===== src/rtl/hit_resolver.sv =====
// Two-player melee hit resolution: per-player attack phase tracking, hitbox vs. body
// overlap, one-hit-per-attack pulses, trades and hitstun counters.
module hit_resolver #(
    parameter int COORD_W        = 10,
    parameter int CHAR_WIDTH     = 64,
    parameter int CHAR_HEIGHT    = 240,
    parameter int HITBOX_WIDTH   = 20,
    parameter int HITBOX_HEIGHT  = 60,
    parameter int STARTUP_FRAMES = 3,
    parameter int ACTIVE_FRAMES  = 2,
    parameter int HITSTUN_FRAMES = 12
) (
    input  logic               clk,
    input  logic               rst_n,
    input  logic               frame_tick,
    input  logic [COORD_W-1:0] char1_x,
    input  logic [COORD_W-1:0] char1_y,
    input  logic [COORD_W-1:0] char2_x,
    input  logic [COORD_W-1:0] char2_y,
    input  logic [2:0]         char1_state,
    input  logic [2:0]         char2_state,
    input  logic               char1_facing_right,
    input  logic               char2_facing_right,
    output logic               hit1_lands,
    output logic               hit2_lands,
    output logic               trade,
    output logic               p1_stunned,
    output logic               p2_stunned,
    output logic [1:0]         p1_phase_dbg,
    output logic [1:0]         p2_phase_dbg
);

    typedef enum logic [1:0] {
        PH_IDLE    = 2'd0,
        PH_STARTUP = 2'd1,
        PH_ACTIVE  = 2'd2,
        PH_SPENT   = 2'd3
    } phase_t;

    // Two bits of headroom: x + CHAR_WIDTH + HITBOX_WIDTH must never wrap.
    localparam int XW = COORD_W + 2;
    localparam int CW = 8;

    localparam logic [2:0]    ATTACK = 3'b010;
    localparam logic [XW-1:0] CHW_X  = XW'(CHAR_WIDTH);
    localparam logic [XW-1:0] CHH_X  = XW'(CHAR_HEIGHT);
    localparam logic [XW-1:0] HBW_X  = XW'(HITBOX_WIDTH);
    localparam logic [XW-1:0] HBH_X  = XW'(HITBOX_HEIGHT);
    localparam logic [XW-1:0] HBY_X  = XW'((CHAR_HEIGHT - HITBOX_HEIGHT) / 2);
    localparam logic [CW-1:0] SU_N   = CW'(STARTUP_FRAMES);
    localparam logic [CW-1:0] AC_N   = CW'(ACTIVE_FRAMES);
    localparam logic [CW-1:0] HS_N   = CW'(HITSTUN_FRAMES);

    logic [XW-1:0] pos_x [2];
    logic [XW-1:0] pos_y [2];
    logic [2:0]    st    [2];
    logic          face  [2];
    logic [XW-1:0] box_x [2];
    logic [XW-1:0] box_y [2];

    logic [1:0] overlap;
    logic [1:0] attack;
    logic [1:0] stunned;
    logic [1:0] hit_d;
    logic [1:0] hit_q;
    logic [1:0] prev_att_q;

    phase_t        phase_q [2];
    phase_t        phase_d [2];
    logic [CW-1:0] fcnt_q  [2];
    logic [CW-1:0] fcnt_d  [2];
    logic [CW-1:0] stun_q  [2];
    logic [CW-1:0] stun_d  [2];

    assign pos_x[0] = XW'(char1_x);
    assign pos_y[0] = XW'(char1_y);
    assign pos_x[1] = XW'(char2_x);
    assign pos_y[1] = XW'(char2_y);
    assign st[0]    = char1_state;
    assign st[1]    = char2_state;
    assign face[0]  = char1_facing_right;
    assign face[1]  = char2_facing_right;

    // Hitbox placement; a left-facing box near the screen edge clamps at x = 0.
    always_comb begin
        for (int i = 0; i < 2; i++) begin
            box_x[i] = '0;
            box_y[i] = '0;
            if (face[i]) begin
                box_x[i] = pos_x[i] + CHW_X;
            end else if (pos_x[i] >= HBW_X) begin
                box_x[i] = pos_x[i] - HBW_X;
            end
            box_y[i] = pos_y[i] + HBY_X;
        end
    end

    // Strict intersection of attacker i's hitbox with the other player's body.
    always_comb begin
        overlap = '0;
        for (int i = 0; i < 2; i++) begin
            overlap[i] = (box_x[i] < pos_x[1-i] + CHW_X) &&
                         (pos_x[1-i] < box_x[i] + HBW_X) &&
                         (box_y[i] < pos_y[1-i] + CHH_X) &&
                         (pos_y[1-i] < box_y[i] + HBH_X);
        end
    end

    always_comb begin
        attack  = '0;
        stunned = '0;
        hit_d   = '0;
        for (int i = 0; i < 2; i++) begin
            attack[i]  = (st[i] == ATTACK);
            stunned[i] = (stun_q[i] != '0);
            hit_d[i]   = (phase_q[i] == PH_ACTIVE) && overlap[i] && !stunned[i] && !hit_q[i];
            phase_d[i] = phase_q[i];
            fcnt_d[i]  = fcnt_q[i];
            if (!attack[i] || stunned[i]) begin
                phase_d[i] = PH_IDLE;
                fcnt_d[i]  = '0;
            end else begin
                case (phase_q[i])
                    PH_IDLE: begin
                        // Only a fresh ATTACK edge arms; a held ATTACK stays put.
                        if (!prev_att_q[i]) begin
                            phase_d[i] = (SU_N == '0) ? PH_ACTIVE : PH_STARTUP;
                            fcnt_d[i]  = '0;
                        end
                    end
                    PH_STARTUP: begin
                        if (frame_tick) begin
                            if (fcnt_q[i] + CW'(1) >= SU_N) begin
                                phase_d[i] = PH_ACTIVE;
                                fcnt_d[i]  = '0;
                            end else begin
                                fcnt_d[i] = fcnt_q[i] + CW'(1);
                            end
                        end
                    end
                    PH_ACTIVE: begin
                        if (hit_q[i]) begin
                            phase_d[i] = PH_SPENT;
                        end else if (frame_tick) begin
                            if (fcnt_q[i] + CW'(1) >= AC_N) begin
                                phase_d[i] = PH_SPENT;
                                fcnt_d[i]  = '0;
                            end else begin
                                fcnt_d[i] = fcnt_q[i] + CW'(1);
                            end
                        end
                    end
                    PH_SPENT: phase_d[i] = PH_SPENT;
                    default:  phase_d[i] = PH_IDLE;
                endcase
            end
        end
    end

    // A landing hit reloads the victim's stun and wins over the frame decrement.
    always_comb begin
        for (int i = 0; i < 2; i++) begin
            stun_d[i] = stun_q[i];
            if (hit_d[1-i]) begin
                stun_d[i] = HS_N;
            end else if (frame_tick && (stun_q[i] != '0)) begin
                stun_d[i] = stun_q[i] - CW'(1);
            end
        end
    end

    always_ff @(posedge clk or negedge rst_n) begin
        if (!rst_n) begin
            hit_q      <= '0;
            prev_att_q <= '0;
            for (int i = 0; i < 2; i++) begin
                phase_q[i] <= PH_IDLE;
                fcnt_q[i]  <= '0;
                stun_q[i]  <= '0;
            end
        end else begin
            hit_q      <= hit_d;
            prev_att_q <= attack;
            for (int i = 0; i < 2; i++) begin
                phase_q[i] <= phase_d[i];
                fcnt_q[i]  <= fcnt_d[i];
                stun_q[i]  <= stun_d[i];
            end
        end
    end

    assign hit1_lands   = hit_q[0];
    assign hit2_lands   = hit_q[1];
    assign trade        = hit_q[0] & hit_q[1];
    assign p1_stunned   = (stun_q[0] != '0);
    assign p2_stunned   = (stun_q[1] != '0);
    assign p1_phase_dbg = phase_q[0];
    assign p2_phase_dbg = phase_q[1];

endmodule


===== config.mk =====
export PLATFORM = sky130hd
export DESIGN_NAME = hit_resolver
export DESIGN_NICKNAME = d
export VERILOG_FILES = /design/src/rtl/hit_resolver.sv
export SDC_FILE = /design/constraint.sdc
export NUM_CORES = 1
export LEC_CHECK = 0
export ABC_CLOCK_PERIOD_IN_PS = 3100
export CAP_MARGIN = 20
export CORE_MARGIN = 5
export CORE_UTILIZATION = 38
export DETAILED_ROUTE_END_ITERATION = 10
export PLACE_DENSITY = 0.69
export SETUP_SLACK_MARGIN = 0.02
export SYNTH_ARGS = -nofsm -noshare
export SYNTH_HDL_FRONTEND = slang
export SYNTH_SLANG_ARGS = --single-unit

===== constraint.sdc =====
create_clock -name clk -period 3.1 [get_ports clk]
set_input_delay 0.465 -clock clk [delete_from_list [all_inputs] [get_ports clk]]
set_output_delay 0.465 -clock clk [all_outputs]
set_load 0.02 [all_outputs]

==> results of run 1 <==
[cell type report]
type | instances | area [um^2]
fill | 1318 | 6640
multi-input combinational | 602 | 4810
timing repair buffer | 253 | 2050
sequential | 40 | 1000
inverter | 65 | 244
tap | 188 | 235
clock buffer | 5 | 125
clock inverter | 3 | 42.5
[cell families (layout without fill, tap and decap cells)]
kind of cell / after synthesis / after routing / share of synthesized area
AO/OA/AOI/OAI: 160 / 160 / 0.190
buffers and inverters: 81 / 326 / 0.0548
adder cells (fa/ha/maj): 112 / 112 / 0.239
XOR/XNOR: 66 / 66 / 0.0998
flip-flops: 40 / 40 / 0.171
multiplexers: 9 / 9 / 0.0162
AND/OR/NAND/NOR: 255 / 255 / 0.229
[per-stage QoR]
stage	instances	power, W	setup slack, ns	instance area, um^2
CTS	1150	0.00272	-0.726	8310
global placement	1127	0.00203	-1.24	7960
global route	1156	0.00300	-0.935	8510
detailed placement	1127	0.00208	-1.40	7960
finish	1156	0.00278	-0.771	8510
floorplan	723	0.00153	-0.755	5930
[report_power, final]
part | total [W] | leakage [nW] | switching (W) | internal (W)
Combinational | 0.00148 | 3.47 | 0.000726 | 0.000757
Sequential | 0.000716 | 0.528 | 0.0000878 | 0.000628
Clock | 0.000584 | 0.0798 | 0.000206 | 0.000378
Total | 0.00278 | 4.08 | 0.00102 | 0.00176
[repair_timing]
item / in CTS / in global routing
endpoints found under the setup margin: 18 / 18
pin swaps: 40 / 23
resized for setup: 62 / 50
hold buffers: 0 / 0
gates cloned: 2 / 0
setup buffers: 13 / 6
[per-layer routing]
layer / global-route usage / part of all wire / up-vias
met2: 0.318 / 0.49 / 147
met5: 0 / 0 / -
met3: 0.0180 / 0.044 / 44
met4: 0.0481 / 0.028 / 0
met1: 0.231 / 0.44 / 2894
li1: - / - / 3076
[flip-flops by register name, summed over array words and instances (netlist names)]
| name | cells |
|---|---|
| p2_phase_dbg | 2 |
| hit_q | 2 |
| p1_phase_dbg | 2 |
| fcnt_q | 16 |
| stun_q | 16 |
| prev_att_q | 2 |
[worst paths after layout]
check / start / to / slack (ns) / depth (start not counted)
max: char2_x[7] / stun_q[10] / -0.77 / 24
min: rst_n / fcnt_q[3] / 0.30 / 1
max reg2reg: stun_q[8] / stun_q[5] / 0.53 / 11
min reg2reg: fcnt_q[5] / fcnt_q[5] / 0.51 / 1
max in group asynchronous: rst_n / fcnt_q[10] / 2.25 / 1
min in group clk: fcnt_q[5] / fcnt_q[5] / 0.51 / 1
[cell usage in the layout (no fill, tap or decap), types with 5 or more instances in the layout]
cell type and instances:
nor3b_1 8, a211o_1 5, mux2i_1 5, nand4_1 10, a31oi_1 9, o21ai_0 25, nor2_2 9, o21ai_1 5
dlygate4sd2_1 5, dfrtp_1 40, ha_1 106, nand3b_1 5, o2111ai_1 6, a21o_1 14, inv_1 62, xor2_1 20
buf_6 11, nor3_1 21, or3_4 5, and2_1 15, buf_4 187, o21a_1 7, clkbuf_16 5, clkdlybuf4s50_1 39
and3_1 6, nand2b_1 11, nand3_1 20, or4_1 7, a21oi_1 36, nor2b_1 8, xnor2_1 44, nand2_1 43
nor2_1 54
[critical path: cells and delay by family]
| kind | cells | cell delay (ns) |
|---|---|---|
| xor gates and xnor gates | 1 | 0.16 |
| buffers and inverters | 4 | 0.59 |
| and+or+nand+nor | 9 | 1.05 |
| adders and majority gates | 3 | 0.52 |
| AOI/OAI and AO/OA | 7 | 1.29 |
==> reports/results.txt, run 1 <==
outcome - finished with violations
failing checks - negative setup slack
Pwr Density - 327 mW/mm^2
Hold Fails Final Rpt - 0
final net count - 1130
vias in the first global route - 6006
Hold WC Path Type - primary input to async pin
CTS Buffer Depth - 2
worst setup margin - -0.771 ns
syn_area_per_cell - 8.11 um^2
IR drop worst, VDD - 0.213 mV
#FFs+latches synth - 40
Post-synth top cells - ha_1, inv_1, nor2_1, xnor2_1, nand2_1
Area contributors post-synth - ha_1, dfrtp_1, xnor2_1, inv_1, nor2_1
CTS tree - built
clk_skew - 0.00272 ns
via count - 6161
Post-synth EDFFs - 0
period utilization - 1.25
GRT Util Overall - 0.179
root buf cell - clkbuf_16
cts bufs inserted - 5
cell row count - 45
initial antenna violation count - 0
critical path, cell by cell - buf_2, inv_2, ha_4, nand2_4, nor4_4, buf_4, nor4_4, nor3_2, a21o_1, ha_2, o21bai_4, nor2b_4, xor2_1, nand2_1, ha_4, a211oi_2, nor2_1, o21ai_1, nand2b_1, a21oi_2, o31ai_4, a2111oi_4, buf_4, or2_1
Max-Cap Viols - 0
io pins - 60
# port buffers - 59
kind of critical path - primary input to flip-flop
async set or reset register ratio after synthesis - 1.00
Ys Warns - 0
CORE AREA - 0.0151 mm^2
top_reg_cell synth - dfrtp_1
clk slew on worst S/H paths - 0.06 ns
placer congestion estimate - 0.883
DR WL/cell - 14.8 um
shortest period the worst path allows - 3.87 ns
Yosys top cell area share - 0.239
Synth Net Count - 886
Worst path max stage delay - 0.39 ns
Slew Viols, Final - 0
grt ovf - 0
Cell Area, Synth - 0.00587 mm^2
worst-case hold slack - 0.299 ns
first-pass GRT wire length - 27.1 mm
Yosys top cell by area - ha_1
DRT antenna net count - 0
sequential share of the synthesized area - 0.171
final setup TNS - -12.20 ns
Initial Utilization - 0.387
RSZ-0062 raised after global routing - true
largest net degree at the start of global routing - 41
Clock Sinks - 40
fmax - 258 MHz
drt drc - 0
Synth cell types - 67
final-report setup violation count - 18
slew margin rel. - 0.334
Gate Count Post-Synth - 723
clk_lat worst skew - 0.28 ns
most common cell in the netlist - ha_1
Final Core Density - 0.562
ant diodes - 0
HPWL Detailed - 13.4 mm
DRT iter0 DRCs - 218
Die ar. - 0.0180 mm^2
Vias per Instance - 5.33
layout cells sized above 1 - 0.290
H-tree levels - 2
worst endpoint required time - 3.32 ns
Crit Path Max Fanout - 5
Die Ht - 134 um
Pleak - 4.08 nW
Pre-antenna DRT Iters - 4
area grow syn2layout - 45.0%
CP endpoint kind - flip-flop
Slowest-stage cell, CP - a2111oi_4
crit start category - primary input
Worst Tran Pin Value - 0.986 ns
Post-Route WL - 17.1 mm
Die X-Extent - 134 um
Arr. time, crit path - 4.10 ns
Power figures use the tool's default switching activity.
==> run 2: changes to the inputs <==
SLEW_MARGIN = 5   (was not set)
==> results of run 2 <==
Final layout, timing and power as in run 1 (identical DEF).
==> run 3: changes to the inputs <==
CORE_ASPECT_RATIO = 2   (was not set)
CTS_CLUSTER_DIAMETER = 80   (was not set)
RECOVER_POWER = 25   (was not set)
==> run 3 against run 2 <==
Effect of this change: die area up 0.83%; the flow finishes with violations (max-capacitance violations, max-slew violations, negative setup slack); via count increased by 2.5%; sequential cell count did not move; sequential power barely moved; worst setup slack better by 0.080 ns; cell area rose by 1.8%; clock skew increased by 0.0025 ns; clock power down 10%; wire length is 12% higher; combinational power up 5%; global-route usage up 3.0 points; critical path depth decreased by 8.
==> reports/results.txt, run 3 (same netlist as run 1, synthesis figures left out) <==
CORE AREA - 0.0152 mm^2 (+0.45%)
placer congestion estimate - 0.952 (+7.8%)
worst r2r path cells - 8 (-3)
Worst Tran Pin Value - 2.16 ns (+1.17 ns)
clk_lat worst skew - 0.28 ns (about the same)
Final Cell Area - 0.00866 mm^2 (+1.8%)
DR WL/cell - 16.3 um (+10%)
final setup TNS - -11.21 ns (+0.987 ns)
Hold Fails Final Rpt - 0 (unchanged)
shortest period the worst path allows - 3.79 ns (-0.0802 ns)
cts bufs inserted - 5 (unchanged)
worst endpoint required time - 3.32 ns (about the same)
via count - 6318 (+2.5%)
first-pass GRT wire length - 30.9 mm (+14%)
layout cells sized above 1 - 0.307 (+0.0165)
worst hold stages - 1
# port buffers - 59 (unchanged)
period utilization - 1.22 (-0.0259)
CTS Buffer Depth - 2 (unchanged)
failing checks - max-capacitance violations, max-slew violations, negative setup slack
cell row count - 64 (+42%)
largest net degree at the start of global routing - 41 (unchanged)
RSZ-0062 raised after global routing - true
Pwr Density - 322 mW/mm^2 (-1.5%)
kind of critical path - primary input to flip-flop
clk_skew - 0.00527 ns (+0.00255 ns)
placed insts - 1148 (+1.9%)
commonest cells after routing, fill and taps aside - buf_4, ha_1, inv_1, nor2_1, nand2_1
CP endpoint kind - flip-flop
Slew Viols, Final - 41 (+41)
DRT antenna net count - 0 (unchanged)
Int Pwr - 0.00173 W (-1.7%)
Vias per Instance - 5.37 (+0.80%)
switching power - 0.00106 W (+3.6%)
placed inst area - 0.00806 mm^2 (+1.2%)
final net count - 1140 (+0.88%)
Max-Cap Viols - 1 (+1)
Die Ht - 186 um (+38%)
Initial Utilization - 0.386 (-0.00175)
HPWL Detailed - 16.0 mm (+19%)
GRT Util Overall - 0.209 (+0.0303)
switching share of total power - 0.379 (+0.0124)
Post-Place Worst Slack - -1.45 ns (-0.0500 ns)
Pwr Total - 0.00279 W (+0.23%)
Pre-antenna DRT Iters - 4 (unchanged)
multi-input logic area - 0.00489 mm^2 (+1.6%)
register area - 0.00100 mm^2 (unchanged)
CTS tree - built
initial antenna violation count - 0 (unchanged)
filler cell count - 1392 (+5.6%)
biggest regs - fcnt_q (16), stun_q (16)
Die X-Extent - 97.9 um (-27%)
area grow syn2layout - 47.6%
slew margin rel. - -0.440 (-0.775)
H-tree levels - 2 (unchanged)
drt drc - 0 (unchanged)
outcome - finished with violations
DRT iter0 DRCs - 207 (-5.0%)
Post-Route WL - 19.2 mm (+12%)
crit start category - primary input
clock share of power - 0.188 (-0.022)
ant diodes - 0 (unchanged)
clk slew on worst S/H paths - 0.06 ns (about the same)
fmax - 264 MHz (+2.1%)
final-report setup violation count - 18 (unchanged)
vias in the first global route - 6808 (+13%)
Reg power frac - 0.257 (about the same)
Hold WC Path Type - flip-flop to flip-flop
Die ar. - 0.0182 mm^2 (+0.83%)
fin cells - 1176 (+1.7%)
Crit Path Max Fanout - 5 (unchanged)
Pleak - 4.11 nW (+0.75%)
IR drop worst, VDD - 0.238 mV (+12%)
worst setup margin - -0.691 ns (+0.0802 ns)
Arr. time, crit path - 4.01 ns (-0.09 ns)
io pins - 60 (unchanged)
commonest non-fill, non-tap cell in the layout - buf_4
Combinational Power Share - 0.555 (+0.022)
grt ovf - 0 (unchanged)
Clock Sinks - 40 (unchanged)
root buf cell - clkbuf_16
run 3: critical path: stages:
cell and delay (ns):
clkdlybuf4s50_1 0.48, or3_1 0.44, buf_4 0.18, or3_1 0.45
buf_4 0.17, nand2_1 0.08, inv_1 0.05, ha_1 0.28
o21ai_0 0.17, nand2b_1 0.09, a21oi_2 0.19, nor4_1 0.09
o31a_1 0.27, a2111oi_4 0.31, buf_4 0.20, nand2b_1 0.10
run 3: cell type report:
type / count / area share
Clock buffer: 6 / 0.0160
Clock inverter: 2 / 0.00173
Inverter: 65 / 0.0288
Multi-Input combinational cell: 602 / 0.565
Sequential cell: 40 / 0.116
Tap cell: 198 / 0.0286
Timing Repair Buffer: 263 / 0.244
run 3: repair_timing:
| action | in CTS | in global routing |
|---|---|---|
| cloned | 2 | 0 |
| hold buffers | 0 | 0 |
| pin swaps | 44 | 25 |
| setup endpoints to repair | 18 | 18 |
| setup buffers | 16 | 3 |
| resized for setup | 87 | 40 |
run 3: routing by layer:
layer / track usage / up-vias / part of all wire
met2: 0.448 / 147 / 0.59
met5: 0 / - / 0
met4: 0.150 / 0 / 0.080
met1: 0.168 / 2985 / 0.31
li1: - / 3103 / -
met3: 0.0165 / 83 / 0.021
run 3: final timing paths:
path / start / to / slack [ns]
min in group asynchronous: rst_n / fcnt_q[5] / 0.81
max: char2_x[8] / stun_q[11] / -0.69
max reg2reg: stun_q[2] / stun_q[11] / 0.53
max in group asynchronous: rst_n / prev_att_q[0] / 1.05
min: fcnt_q[4] / fcnt_q[4] / 0.51
min reg2reg: fcnt_q[4] / fcnt_q[4] / 0.51
run 3: power by group through the flow:
stage	Combinational [W]	Clock, W	Sequential [W]
6_report	0.00155	0.000524	0.000718
5_1_grt	0.00172	0.000560	0.000731
4_1_cts	0.00148	0.000535	0.000715
3_5_place_dp	0.00139	0	0.000723
3_3_place_gp	0.00136	0	0.000718
2_1_floorplan	0.000828	0	0.000705
run 3: stage by stage:
stage	utilization	hold WS [ns]
after floorplan	-	0.169
after global placement	0.529	0.493
after detailed placement	0.529	0.500
after CTS	0.558	0.340
after global routing	0.569	0.529
final	0.569	0.513
